===== config.mk =====
export PLATFORM = sky130hd
export DESIGN_NAME = usb_tx_top_level
export DESIGN_NICKNAME = d
export VERILOG_FILES = /design/src/rtl/usb_tx_top_level.sv
export SDC_FILE = /design/constraint.sdc
export NUM_CORES = 1
export LEC_CHECK = 0
export ABC_CLOCK_PERIOD_IN_PS = 3950
export BUFFER_PORTS_ARGS = -buffer_cell sky130_fd_sc_hd__buf_2
export CAP_MARGIN = 20
export CELL_PAD_IN_SITES_DETAIL_PLACEMENT = 0
export CELL_PAD_IN_SITES_GLOBAL_PLACEMENT = 2
export CORE_ASPECT_RATIO = 1.2
export CORE_MARGIN = 2
export CORE_UTILIZATION = 39
export CTS_CLUSTER_DIAMETER = 50
export CTS_CLUSTER_SIZE = 28
export DETAILED_ROUTE_END_ITERATION = 6
export GPL_ROUTABILITY_DRIVEN = 0
export PLACE_DENSITY = 0.87
export SETUP_SLACK_MARGIN = 0.15
export SLEW_MARGIN = 20
export SYNTH_ARGS = -nofsm -noshare
export SYNTH_HDL_FRONTEND = slang
export SYNTH_SLANG_ARGS = --single-unit

===== constraint.sdc =====
create_clock -name clk -period 3.95 [get_ports clk]
set_input_delay 1.185 -clock clk [delete_from_list [all_inputs] [get_ports clk]]
set_output_delay 1.185 -clock clk [all_outputs]
set_load 0.05 [all_outputs]

===== src/rtl/usb_tx_top_level.sv =====
// rtl/usb_tx_top_level.sv - USB full-speed NRZI, bit-stuffing packet transmitter (SYNC, payload, EOP)
module usb_tx_top_level (
  input  logic        clk,
  input  logic        n_rst,
  input  logic [15:0] tx_data,
  input  logic        transmit_empty,
  input  logic        transmit_start,
  output logic        d_plus_out,
  output logic        d_minus_out,
  output logic        read_enable,
  output logic        tx_error
);

  typedef enum logic [2:0] {IDLE, SYNC, DATA, STUFF, EOP_SE0, EOP_J} state_t;

  state_t      state_q, state_d;
  logic [2:0]  bit_cnt_q, bit_cnt_d;   // clock within the current bit period
  logic [3:0]  idx_q, idx_d;           // SYNC: bits launched so far; DATA: bit index; EOP_SE0: period count
  logic [2:0]  ones_q, ones_d;         // consecutive 1s launched onto the line
  logic [15:0] shift_q, shift_d;       // bit 0 is the data bit currently on the line
  logic        dp_q, dp_d;
  logic        dm_q, dm_d;
  logic        start_prev_q;
  logic        bit_end;
  logic        seq_end;
  logic        launch;
  logic        launch_bit;

  assign bit_end = (bit_cnt_q == 3'd7);

  // A data-carrying sequence ends on the last clock of its final bit, once no stuff bit is owed.
  assign seq_end = bit_end &&
                   ((state_q == SYNC  && idx_q == 4'd8) ||
                    (state_q == DATA  && idx_q == 4'd15 && ones_q != 3'd6) ||
                    (state_q == STUFF && idx_q == 4'd15));

  assign read_enable = seq_end && !transmit_empty;

  // Error on an empty payload at the end of SYNC, or on a fresh start request while busy.
  assign tx_error = (seq_end && transmit_empty && state_q == SYNC) ||
                    (state_q != IDLE && transmit_start && !start_prev_q);

  assign d_plus_out  = dp_q;
  assign d_minus_out = dm_q;

  // Next-state: bit timing, SYNC/data/stuff sequencing, EOP, and NRZI line encoding.
  always_comb begin
    state_d    = state_q;
    bit_cnt_d  = bit_cnt_q;
    idx_d      = idx_q;
    ones_d     = ones_q;
    shift_d    = shift_q;
    dp_d       = dp_q;
    dm_d       = dm_q;
    launch     = 1'b0;
    launch_bit = 1'b0;

    if (state_q != IDLE) bit_cnt_d = bit_cnt_q + 3'd1;

    case (state_q)
      IDLE: begin
        // Preload the counter so the first SYNC bit is launched on the following edge.
        if (transmit_start) begin
          state_d   = SYNC;
          bit_cnt_d = 3'd7;
          idx_d     = 4'd0;
          ones_d    = 3'd0;
        end
      end
      SYNC: begin
        if (bit_end && idx_q != 4'd8) begin
          launch     = 1'b1;
          launch_bit = (idx_q == 4'd7);
          idx_d      = idx_q + 4'd1;
        end
      end
      DATA: begin
        if (bit_end && !seq_end) begin
          launch = 1'b1;
          if (ones_q == 3'd6) begin
            state_d    = STUFF;
            launch_bit = 1'b0;
          end else begin
            shift_d    = {1'b0, shift_q[15:1]};
            idx_d      = idx_q + 4'd1;
            launch_bit = shift_q[1];
          end
        end
      end
      STUFF: begin
        if (bit_end && !seq_end) begin
          state_d    = DATA;
          shift_d    = {1'b0, shift_q[15:1]};
          idx_d      = idx_q + 4'd1;
          launch     = 1'b1;
          launch_bit = shift_q[1];
        end
      end
      EOP_SE0: begin
        if (bit_end) begin
          if (idx_q == 4'd1) begin
            state_d = EOP_J;
            dp_d    = 1'b1;
            dm_d    = 1'b0;
          end else begin
            idx_d = idx_q + 4'd1;
          end
        end
      end
      EOP_J: begin
        if (bit_end) begin
          state_d   = IDLE;
          bit_cnt_d = 3'd0;
        end
      end
      default: state_d = IDLE;
    endcase

    if (seq_end) begin
      idx_d = 4'd0;
      if (!transmit_empty) begin
        state_d    = DATA;
        shift_d    = tx_data;
        launch     = 1'b1;
        launch_bit = tx_data[0];
      end else begin
        state_d = EOP_SE0;
        dp_d    = 1'b0;
        dm_d    = 1'b0;
      end
    end

    // NRZI: a 0 toggles J/K, a 1 holds; stuffed zeros go through the same path.
    if (launch) begin
      ones_d = launch_bit ? ones_q + 3'd1 : 3'd0;
      if (!launch_bit) begin
        dp_d = dm_q;
        dm_d = dp_q;
      end
    end
  end

  // State and line registers; reset forces the line back to J at once.
  always_ff @(posedge clk or negedge n_rst) begin
    if (!n_rst) begin
      state_q      <= IDLE;
      bit_cnt_q    <= 3'd0;
      idx_q        <= 4'd0;
      ones_q       <= 3'd0;
      shift_q      <= 16'h0000;
      dp_q         <= 1'b1;
      dm_q         <= 1'b0;
      start_prev_q <= 1'b0;
    end else begin
      state_q      <= state_d;
      bit_cnt_q    <= bit_cnt_d;
      idx_q        <= idx_d;
      ones_q       <= ones_d;
      shift_q      <= shift_d;
      dp_q         <= dp_d;
      dm_q         <= dm_d;
      start_prev_q <= transmit_start;
    end
  end

endmodule


-- After elaboration in Yosys (flattened, before gate mapping)
Cells that the tools add are included.
- reductions and logical operators: 27
- add/subtract/negate cells: 3
- equal/unequal tests: 24
- multiplexer cells: 59
- operators by type and width (kind ; count):
    16-bit 2-to-1 mux ; 5
    3-bit 2-to-1 mux ; 16
    4-bit 2-to-1 mux ; 8
    16-bit case mux with 2 select lines ; 1
    1-bit 2-to-1 mux ; 24
    3-bit inequality test (second input constant) ; 7
    4-bit case mux with 5 select lines ; 1
    3-bit case mux with 6 select lines ; 1
    8-bit AND reduction ; 2
    3-bit equality test (second input constant) ; 4
    1-bit logical AND ; 12
    3-bit by 2-bit inequality test with 1-bit output (second input constant) ; 4
    4-bit equality test (second input constant) ; 2
    3-bit by 1-bit adder with 3-bit output (second input constant) ; 2
    3-bit by 2-bit equality test with 1-bit output (second input constant) ; 2
    3-bit case mux with 2 select lines ; 1
    6-bit nonzero test ; 1
    4-bit by 1-bit adder with 4-bit output (second input constant) ; 1
    4-bit by 1-bit equality test with 1-bit output (second input constant) ; 1
    4-bit by 3-bit equality test with 1-bit output (second input constant) ; 1
    4-bit inequality test (second input constant) ; 1
    2-bit nonzero test ; 2
    3-bit by 1-bit equality test with 1-bit output (second input constant) ; 1
    1-bit logical NOT ; 3
    8 further kinds ; 10
- word-level logic and storage cells: 121
- output and inout bits: 4
- register bits after elaboration: 32
- bits of input ports: 20

-- Logic depth before layout (Yosys ltp)
Gate-level depths: netlist of the first run.
- depth in word-level cells: 14
- gate-level depth with buffers: 8
- depth with buffers taken out: 7

-- Least setup slack after synthesis of the first run
OpenSTA, ideal clock, no wires.
- kind: register -> output
- start: reg bit_cnt_q[0]
- end: out tx_error
- buffers on the path: 1
- cell stages (with the launch flop): 8
- data required time: 2.765 ns
- slack: 0.616 ns
- arrival: 2.149 ns
- cell sequence: dfrtp_1 > ha_1 > ha_1 > clkbuf_1 > inv_1 > a21oi_1 > a32oi_1 > nor2_1
- longest elaborated chain between the ends: 5
- RTL lines (what ; RTL line ; text):
    from (decl) ; 17 ; logic [2:0] bit_cnt_q, bit_cnt_d;
    from (signal assigned) ; 156 ; bit_cnt_q <= bit_cnt_d;
    3-bit equality test ; 29 ; assign bit_end = (bit_cnt_q == 3'd7);
    1-bit logical AND ; 32 ; assign seq_end = bit_end &&
    1-bit logical AND (2 in series) ; 40 ; assign tx_error = (seq_end && transmit_empty && state_q == SYNC) ||
    1-bit logical OR ; 40 ;
    to (decl) ; 11 ; output logic tx_error
No other way between the ends.

-- Worst setup path in the final report of the first run
Ends and elaborated chain as after synthesis.

==> results of run 1 <==
[synthesized netlist by cell type (all sizes together) (2+ instances only)]
master / n
a211oi: 3
mux2: 4
nand3: 6
and3: 2
a21oi: 12
o21ai: 20
mux2i: 14
buf: 7
o22ai: 2
nor2b: 7
inv: 11
o211ai: 2
nand2b: 5
dfrtp: 30
clkbuf: 3
a21o: 5
nand2: 20
ha: 8
o21a: 3
nor2: 8
nand4: 2
[state kept, by name, indices dropped and copies added, names as in the netlist]
signal        cells
d_minus_out       1
d_plus_out        1
start_prev_q      1
ones_q            3
idx_q             4
shift_q          15
state_q           3
bit_cnt_q         3
[through the flow]
step	power [mW]	hold WS (ns)	cells	setup slack, ns	cell area (sq um)
floorplan	1.07	0.480	199	0.616	1890
global placement	1.23	0.494	275	0.824	2070
detailed placement	1.25	0.524	275	0.838	2070
CTS	1.59	0.539	283	0.543	2190
global route	1.70	0.549	283	0.338	2190
finish	1.57	0.533	283	0.527	2190
[routing by layer]
| metal | part of all wire, % | vias to the layer above | track usage (%) |
|---|---|---|---|
| met5 | 0 | - | 0 |
| met4 | 2.5 | 0 | 7.14 |
| met3 | 3.9 | 11 | 3.92 |
| met2 | 51 | 35 | 29.2 |
| met1 | 43 | 756 | 20.6 |
| li1 | - | 770 | - |
[final cells by class]
class / instances / area, sq um
Timing Repair Buffer: 28 / 153
Sequential cell: 31 / 777
Tap cell: 58 / 72.6
Clock inverter: 2 / 35.0
Fill cell: 446 / 2440
Clock buffer: 6 / 82.6
Inverter: 11 / 41.3
Multi-Input combinational cell: 147 / 1030
[final timing paths]
kind	cells past startpoint	slack, ns	end	startpoint
max	8	0.53	tx_error	bit_cnt_q[0]$_DFF_PN0_
min	1	0.53	ones_q[1]$_DFFE_PN0P_	ones_q[1]$_DFFE_PN0P_
max reg2reg	6	1.47	d_minus_out$_DFF_PN0_	state_q[1]$_DFFE_PN0P_
min reg2reg	1	0.53	ones_q[1]$_DFFE_PN0P_	ones_q[1]$_DFFE_PN0P_
max in group asynchronous	1	2.55	ones_q[0]$_DFFE_PN0P_	n_rst
min in group asynchronous	1	0.94	idx_q[1]$_DFFE_PN0P_	n_rst
[kinds of logic after synthesis]
family                   count (synthesis)  share of synthesized area, %
AND/OR/NAND/NOR                         57                          15.4
AO/OA/AOI/OAI                           64                          23.8
adder cells (fa/ha/maj)                  8                          5.28
multiplexers                            18                          9.78
buffers and inverters                   21                          4.76
flip-flops                              31                          41.0
[power groups by stage]
stage               registers [mW]  logic, mW  clock network (mW)
detailed placement           0.533      0.718                   0
finish                       0.527      0.721               0.326
global route                 0.546      0.810               0.347
CTS                          0.527      0.723               0.338
global placement             0.526      0.702                   0
floorplan                    0.530      0.544                   0
[critical path, delay by kind of cell, from the launching register on]
| kind | cells | cell delay (ns) |
|---|---|---|
| compound gates | 2 | 0.26 |
| simple gates | 1 | 0.09 |
| flops | 1 | 0.36 |
| buf+inv | 3 | 0.61 |
| fa+ha+maj | 2 | 0.62 |
==> impl_metrics.yaml, run 1 <==
timing:
  min_period_ns: 3.42
  rsz0062_at_grt: "false"
  period_share_pct: 86.7
  slew_violations: 0
  clock.fmax_ghz: 0.292
  tightest_slew_ns: 0.742
  fin_skew_ns: 0.00873
  relSlewSlack_pct: 50.1
  setup_tns_ns: 0
  hold_viol: 0
  setup-violations-final: 0
finish:
  synthToLayoutAreaGrowth_pct: 15.5
  final_cell_mix: "dfrtp_1 (30), buf_2 (23), nand2_1 (20)"
  drive_gt1_share_pct: 21.3
  final_util_pct: 47.3
  final_common_cell: "dfrtp_1"
  fin_nets: 252
  diodes: 0
global_routing:
  antenna_found_initial: 0
  track_usage_pct: 17.3
  grt_max_degree: 33
  grt_pass1_wl_mm: 7.19
  grt_pass1_vias: 1613
  overflow: 0
routing:
  via_per_inst: 5.55
  ant_nets: 0
  wl_per_cell_um: 14.4
  wirelength_mm: 4.07
  drt_iter0_drc: 94
  dr.pass1.iters: 4
  vias: 1572
  drc: 0
die:
  core_sq_um: 4630
  fp.dieH_um: 80.3
  row_count: 27
  ios: 24
  start_util_pct: 40.9
  dieArea_sq_um: 5430
  die_width_um: 67.6
outcome:
  status: "complete, no violations"
synthesis:
  synthCells: 199
  netlist_area_sq_um: 1890
  synth_edf_count: 0
  ys_seq_elements: 31
  synth_warnings: 0
  ys_async_sr_fraction_pct: 100
  synth_fp_nets: 227
  avgSynthCellArea_sq_um: 9.52
  ys.flop_type: "dfrtp_1"
  netlist.top_cell.by_area: "dfrtp_1"
  synth_area_leaders: "dfrtp_1 (40%), mux2i_1 (7.4%), ha_1 (5.3%), o21ai_0 (5.0%), nand2_1 (4.0%)"
  synth_cell_types: 50
  synth_top_area_share_pct: 39.6
  seq_area_frac_synth_pct: 41.0
clocking:
  cts_buffers: 5
  cts_buffer_depth: 2
  clock_sinks: 31
  cts_setup_buffers: 0
  clkTransAtPathRegs_ns: 0.07
  cts_tree: "built"
  hold_buffers: 0
  htreeDepth: 2
  clkLatencyLatePin_ns: 0.29
  cts_resized: 0
  cts-root-buf: "clkbuf_8"
pwr:
  p_seq_share_pct: 33.5
  switching_power_mw: 0.632
  p_comb_share_pct: 45.8
  p_leak_nw: 1.02
  clkPwrFrac_pct: 20.7
  swShare_pct: 40.2
  ir_worst_vdd_mv: 0.233
  p_int_mw: 0.941
  powerDensity_nw_per_um2: 719
worst_hold_path:
  hold_class: "flip-flop to flip-flop"
setup_path:
  crit_type: "flip-flop to output port"
  crit_required_ns: 2.76
  arrival_ns: 2.24
  path_max_fanout: 10
  start_kind: "flip-flop"
  slowest_stage: "ha_1"
  endpoint_kind: "output port"
  path_cells: "ha_1 > ha_1 > inv_1 > a21oi_1 > buf_4 > a32oi_1 > nor2_1 > buf_2"
  max_stage_delay_ns: 0.43
  crit_top_cell: "ha_1"
flow_run:
  drv_cap: 0
place:
  hpwl_mm: 2.91
  io_buffers: 23
No activity file was read; power rests on OpenSTA's default activity.
==> run 2, diff against run 1 <==
Settings changed: ABC_AREA from default to 1, CORE_UTILIZATION 39 to 36, PLACE_DENSITY 0.87 to 0.88.
==> run 2 against run 1 <==
Maximum frequency rose by 2.0%; cell area is 20% higher; clock power shrank 25%; worst setup slack better by 0.067 ns; count of clock-buffer cells in the layout rose by 2; flip-flop and latch count is the same; via count grew 44%; synthesized area up 26%; total power down 12%; synthesized cell count grew 76%; die area is 35% higher.
==> impl_metrics.yaml, run 2 <==
pwr:
  p_int_mw: 0.728
  p_leak_nw: 1.40
  clkPwrFrac_pct: 17.9
  p_comb_share_pct: 47.4
  power_mw: 1.38
  powerDensity_nw_per_um2: 523
  p_seq_share_pct: 34.8
  ir_worst_vdd_mv: 0.280
  swShare_pct: 47.2
  switching_power_mw: 0.651
clocking:
  clkTransAtPathRegs_ns: 0.06
  cts_buffer_depth: 2
  htreeDepth: 2
  clock_sinks: 31
  cts_setup_buffers: 0
  cts_buffers: 5
  cts_tree: "built"
  clkLatencyLatePin_ns: 0.29
  hold_buffers: 0
  cts-root-buf: "clkbuf_8"
  cts_resized: 0
finish:
  synthToLayoutAreaGrowth_pct: 10.2
  final_cell_mix: "nand2_1 (94), inv_1 (64), nand3_1 (42)"
  final_common_cell: "nand2_1"
  largestRegisters: "shift_q x15, idx_q x4"
  largest_reg_flops: 15
  fin_nets: 400
  regArea_sq_um: 777
  final_area_sq_um: 2640
  fillers: 712
  diodes: 0
  largest_register: "shift_q"
  multi_input_comb_area_sq_um: 1290
  drive_gt1_share_pct: 17.4
timing:
  slew_violations: 0
  whs_ns: 0.517
  rsz0062_at_grt: "false"
  setup-violations-final: 0
  min_period_ns: 3.36
  clock.fmax_ghz: 0.298
  period_share_pct: 85.0
  relSlewSlack_pct: 50.2
  setup_tns_ns: 0
  hold_viol: 0
  fin_skew_ns: 0.0105
  tightest_slew_ns: 0.747
synthesis:
  synth_common_cells: "nand2_1 (94), inv_1 (64), nand3_1 (42)"
  synth_top_area_share_pct: 31.4
  synth_warnings: 0
  synth_area_leaders: "dfrtp_1 (31%), nand2_1 (15%), inv_1 (10%), nand3_1 (8.8%), ha_1 (4.2%)"
  ys_seq_elements: 31
  seq_area_frac_synth_pct: 32.5
  avgSynthCellArea_sq_um: 6.82
  synthCells: 351
  synth_edf_count: 0
  netlist_area_sq_um: 2390
  synth_cell_types: 34
  yosysMostFrequentCell: "nand2_1"
  synth_fp_nets: 379
  netlist.top_cell.by_area: "dfrtp_1"
  ys_async_sr_fraction_pct: 100
  ys.flop_type: "dfrtp_1"
die:
  core_sq_um: 6450
  dieArea_sq_um: 7320
  ios: 24
  fp.dieH_um: 93.3
  start_util_pct: 37.1
  die_width_um: 78.4
  row_count: 32
global_routing:
  overflow: 0
  grtUsageMet2_pct: 31.7
  antenna_found_initial: 0
  grt_pass1_wl_mm: 10.0
  track_usage_pct: 17.5
  grt_use_met1_pct: 21.7
  grt_max_degree: 32
  grt_use_met3_pct: 2.32
  grt_pass1_vias: 2141
  grt_busiest_layer: "met2"
setup_path:
  endpoint_kind: "output port"
  crit_required_ns: 2.76
  arrival_ns: 2.17
  start_kind: "flip-flop"
  path_max_fanout: 7
  crit_type: "flip-flop to output port"
place:
  dpl_cell_area_sq_um: 2560
  hpwl_mm: 4.19
  io_buffers: 23
routing:
  dr.pass1.iters: 5
  drc: 0
  wl_per_cell_um: 12.8
  vias: 2259
  ant_nets: 0
  drt_iter0_drc: 121
  wirelength_mm: 5.85
  via_per_inst: 4.93
flow_run:
  drv_cap: 0
worst_hold_path:
  hold_class: "flip-flop to flip-flop"
outcome:
  status: "complete, no violations"
run 2: cell count changes after synthesis, sizes merged, moves of 5 or more:
| cell | before | now |
|---|---|---|
| nor2 | 8 | 16 |
| o211ai | 2 | 7 |
| inv | 11 | 68 |
| nand2 | 20 | 101 |
| mux2i | 14 | 0 |
| nor2b | 7 | 0 |
| or2 | 0 | 13 |
| nand4 | 2 | 9 |
| a21o | 5 | 0 |
| nand2b | 5 | 0 |
| nand3 | 6 | 46 |
run 2: area by class of cell:
cell class | instances | share of cell area, %
clock buffers | 8 | 3.04
inverters | 68 | 9.87
flip-flops and latches | 31 | 29.5
well taps | 85 | 4.03
multi-input cells | 242 | 48.9
repair buffers | 24 | 4.65
run 2: kinds of logic after synthesis:
kind of cell / Yosys count / share of synthesized area [%]
AO/OA/AOI/OAI: 42 / 9.83
AND/OR/NAND/NOR: 190 / 39.2
buffers and inverters: 78 / 13.6
adder cells (fa/ha/maj): 8 / 4.18
flip-flops: 31 / 32.5
XOR/XNOR: 2 / 0.732
run 2: path summary, 6_finish.rpt:
| kind | to | cells after the start | start | slack [ns] |
|---|---|---|---|---|
| worst min register to register | d_minus_out$_DFF_PN0_ | 2 | d_plus_out$_DFF_PN1_ | 0.52 |
| worst min-delay path | d_minus_out$_DFF_PN0_ | 2 | d_plus_out$_DFF_PN1_ | 0.52 |
| worst max-delay path | tx_error | 12 | ones_q[0]$_DFFE_PN0P_ | 0.59 |
| min in group asynchronous | bit_cnt_q[2]$_DFF_PN0_ | 1 | n_rst | 0.96 |
| worst max register to register | shift_q[4]$_DFF_PN0_ | 11 | ones_q[0]$_DFFE_PN0P_ | 1.66 |
| max in group asynchronous | shift_q[1]$_DFF_PN0_ | 1 | n_rst | 2.50 |
run 2: through the flow:
step / worst slack [ns] / utilization [%] / cells
after floorplan: 0.321 / - / 351
after global placement: 0.873 / 39.7 / 450
after detailed placement: 0.870 / 39.7 / 450
after CTS: 0.570 / 40.9 / 458
after global routing: 0.425 / 40.9 / 458
final: 0.594 / 40.9 / 458
run 2: layer usage:
metal	wire length (um)	vias to the layer above	part of all wire [%]
met5	0	-	0
met4	70	0	1.2
met3	192	5	3.3
met2	2960	41	51
met1	2620	1061	45
li1	-	1152	-
run 2: critical path: stages, from the launching register on:
cell and delay [ns]:
dfrtp_1 0.37, inv_1 0.07, ha_1 0.19, nand2_1 0.14, inv_2 0.11, nand2_2 0.11
nand2_4 0.07, nand2_2 0.07, nand2_1 0.13, inv_1 0.17, nand3_1 0.08, o31ai_1 0.07
buf_2 0.30
run 2: power groups by stage:
stage	clock network, mW	registers, mW	logic (mW)
floorplan	0	0.484	0.532
global placement	0	0.483	0.666
detailed placement	0	0.483	0.659
CTS	0.257	0.478	0.663
global route	0.264	0.489	0.756
finish	0.246	0.480	0.653
==> run 3, diff against run 2 <==
Settings changed: ABC_AREA 1 to 0, ABC_CLOCK_PERIOD_IN_PS 3950 to 3300, PLACE_DENSITY 0.88 to 0.81.
Clock period 3.95 ns to 3.3 ns, I/O delays scaled along.
==> run 3 against run 2 <==
Hold slack improved by 0.0017 ns; combinational power rose by 36%; count of clock-buffer cells in the layout fell by 3; non-clock buffer count rose by 8; critical path depth fell by 5; sequential share of layout area rose by 6.0 points; critical endpoint unchanged.
==> impl_metrics.yaml, run 3 (synthesis gave the netlist of run 1 again) <==
setup_path:
  startpoint: "idx_q[0]$_DFFE_PN0P_"
  r2r_setup_slack_ns: 0.93
  r2r_start: "state_q[1]$_DFFE_PN0P_"
  crit_required_ns: 2.31
  timing.rr.end: "d_minus_out$_DFF_PN0_"
  critPathCapture: "tx_error"
  crit_type: "flip-flop to output port"
  endpoint_kind: "output port"
  start_kind: "flip-flop"
  arrival_ns: 2.04
  r2r_cells: 6
  path_max_fanout: 5
global_routing:
  track_usage_pct: 15.3
  grt_pass1_wl_mm: 7.16
  grt_max_degree: 33
  grt_pass1_vias: 1528
  overflow: 0
  antenna_found_initial: 0
die:
  row_count: 28
  ios: 24
  dieArea_sq_um: 5860
  fp.dieH_um: 83.5
  die_width_um: 70.2
  start_util_pct: 37.8
  core_sq_um: 5010
routing:
  dr.pass1.iters: 4
  drc: 0
  via_per_inst: 5.32
  wl_per_cell_um: 14.5
  vias: 1537
  ant_nets: 0
  drt_iter0_drc: 61
  wirelength_mm: 4.18
place:
  io_buffers: 23
  hpwl_mm: 3.04
timing:
  fin_skew_ns: 0.00640
  period_share_pct: 91.9
  min_period_ns: 3.03
  whs_ns: 0.519
  clock.fmax_ghz: 0.330
  tightest_slew_ns: 0.708
  slew_violations: 0
  setup-violations-final: 0
  relSlewSlack_pct: 52.8
  rsz0062_at_grt: "false"
  setup_tns_ns: 0
  hold_viol: 0
clocking:
  cts_buffers: 5
  htreeDepth: 2
  clkLatencyLatePin_ns: 0.28
  hold_buffers: 0
  cts-root-buf: "clkbuf_8"
  clkTransAtPathRegs_ns: 0.07
  cts_tree: "built"
  cts_setup_buffers: 0
  cts_buffer_depth: 2
  clock_sinks: 31
  cts_resized: 0
finish:
  synthToLayoutAreaGrowth_pct: 15.7
  largest_register: "shift_q"
  largest_reg_flops: 15
  fillers: 512
  largestRegisters: "shift_q x15, idx_q x4"
  diodes: 0
  final_util_pct: 43.8
  final_common_cell: "dfrtp_1"
  drive_gt1_share_pct: 22.7
  fin_nets: 256
  final_cell_mix: "dfrtp_1 (30), buf_2 (23), nand2_1 (20)"
flow_run:
  drv_cap: 0
worst_hold_path:
  worstHoldPathCells: 1
  hold_class: "flip-flop to flip-flop"
pwr:
  power_mw: 1.83
  ir_worst_vdd_mv: 0.263
  p_leak_nw: 1.02
  powerDensity_nw_per_um2: 835
outcome:
  status: "complete, no violations"
run 3: cell type report:
type	count	area, sq um	area share, %
Tap cell	60	75.1	3.42
Timing Repair Buffer	32	183	8.33
Clock inverter	3	20.0	0.913
Multi-Input combinational cell	147	1030	46.9
Clock buffer	5	68.8	3.14
Sequential cell	31	777	35.4
Inverter	11	41.3	1.88
run 3: worst max-delay path, stage by stage (launching register included):
cell and delay, ns:
dfrtp_1 0.40, ha_1 0.26, and3_1 0.25, o211ai_2 0.14, a21oi_1 0.24, a32oi_1 0.13
nor2_1 0.09, buf_2 0.26
run 3: worst min path at each step:
| stage | from | slack (ns) | end |
|---|---|---|---|
| floorplan | ones_q[1]$_DFFE_PN0P_ | 0.48 | ones_q[1]$_DFFE_PN0P_ |
| detailed placement | ones_q[1]$_DFFE_PN0P_ | 0.51 | ones_q[1]$_DFFE_PN0P_ |
| global placement | ones_q[1]$_DFFE_PN0P_ | 0.50 | ones_q[1]$_DFFE_PN0P_ |
| CTS | ones_q[1]$_DFFE_PN0P_ | 0.52 | ones_q[1]$_DFFE_PN0P_ |
| global route | ones_q[1]$_DFFE_PN0P_ | 0.55 | ones_q[1]$_DFFE_PN0P_ |
| finish | ones_q[1]$_DFFE_PN0P_ | 0.52 | ones_q[1]$_DFFE_PN0P_ |
run 3: per-stage QoR:
stage | cell area (sq um) | cells | setup slack, ns
detailed placement | 2100 | 281 | 0.571
CTS | 2190 | 289 | 0.270
global placement | 2100 | 281 | 0.562
floorplan | 1890 | 199 | 0.161
global route | 2190 | 289 | 0.171
finish | 2190 | 289 | 0.266
run 3: layer usage:
metal,track usage [%],vias up,wire length (um)
met5,0,-,0
met3,3.99,4,178
met4,5.77,0,43
met1,20.0,719,1940
met2,24.1,32,2020
li1,-,782,-
run 3: power breakdown:
part	internal (mW)	switching, mW	total (mW)
sequential	0.513	0.126	0.638
combinational	0.398	0.491	0.889
clock	0.147	0.156	0.303
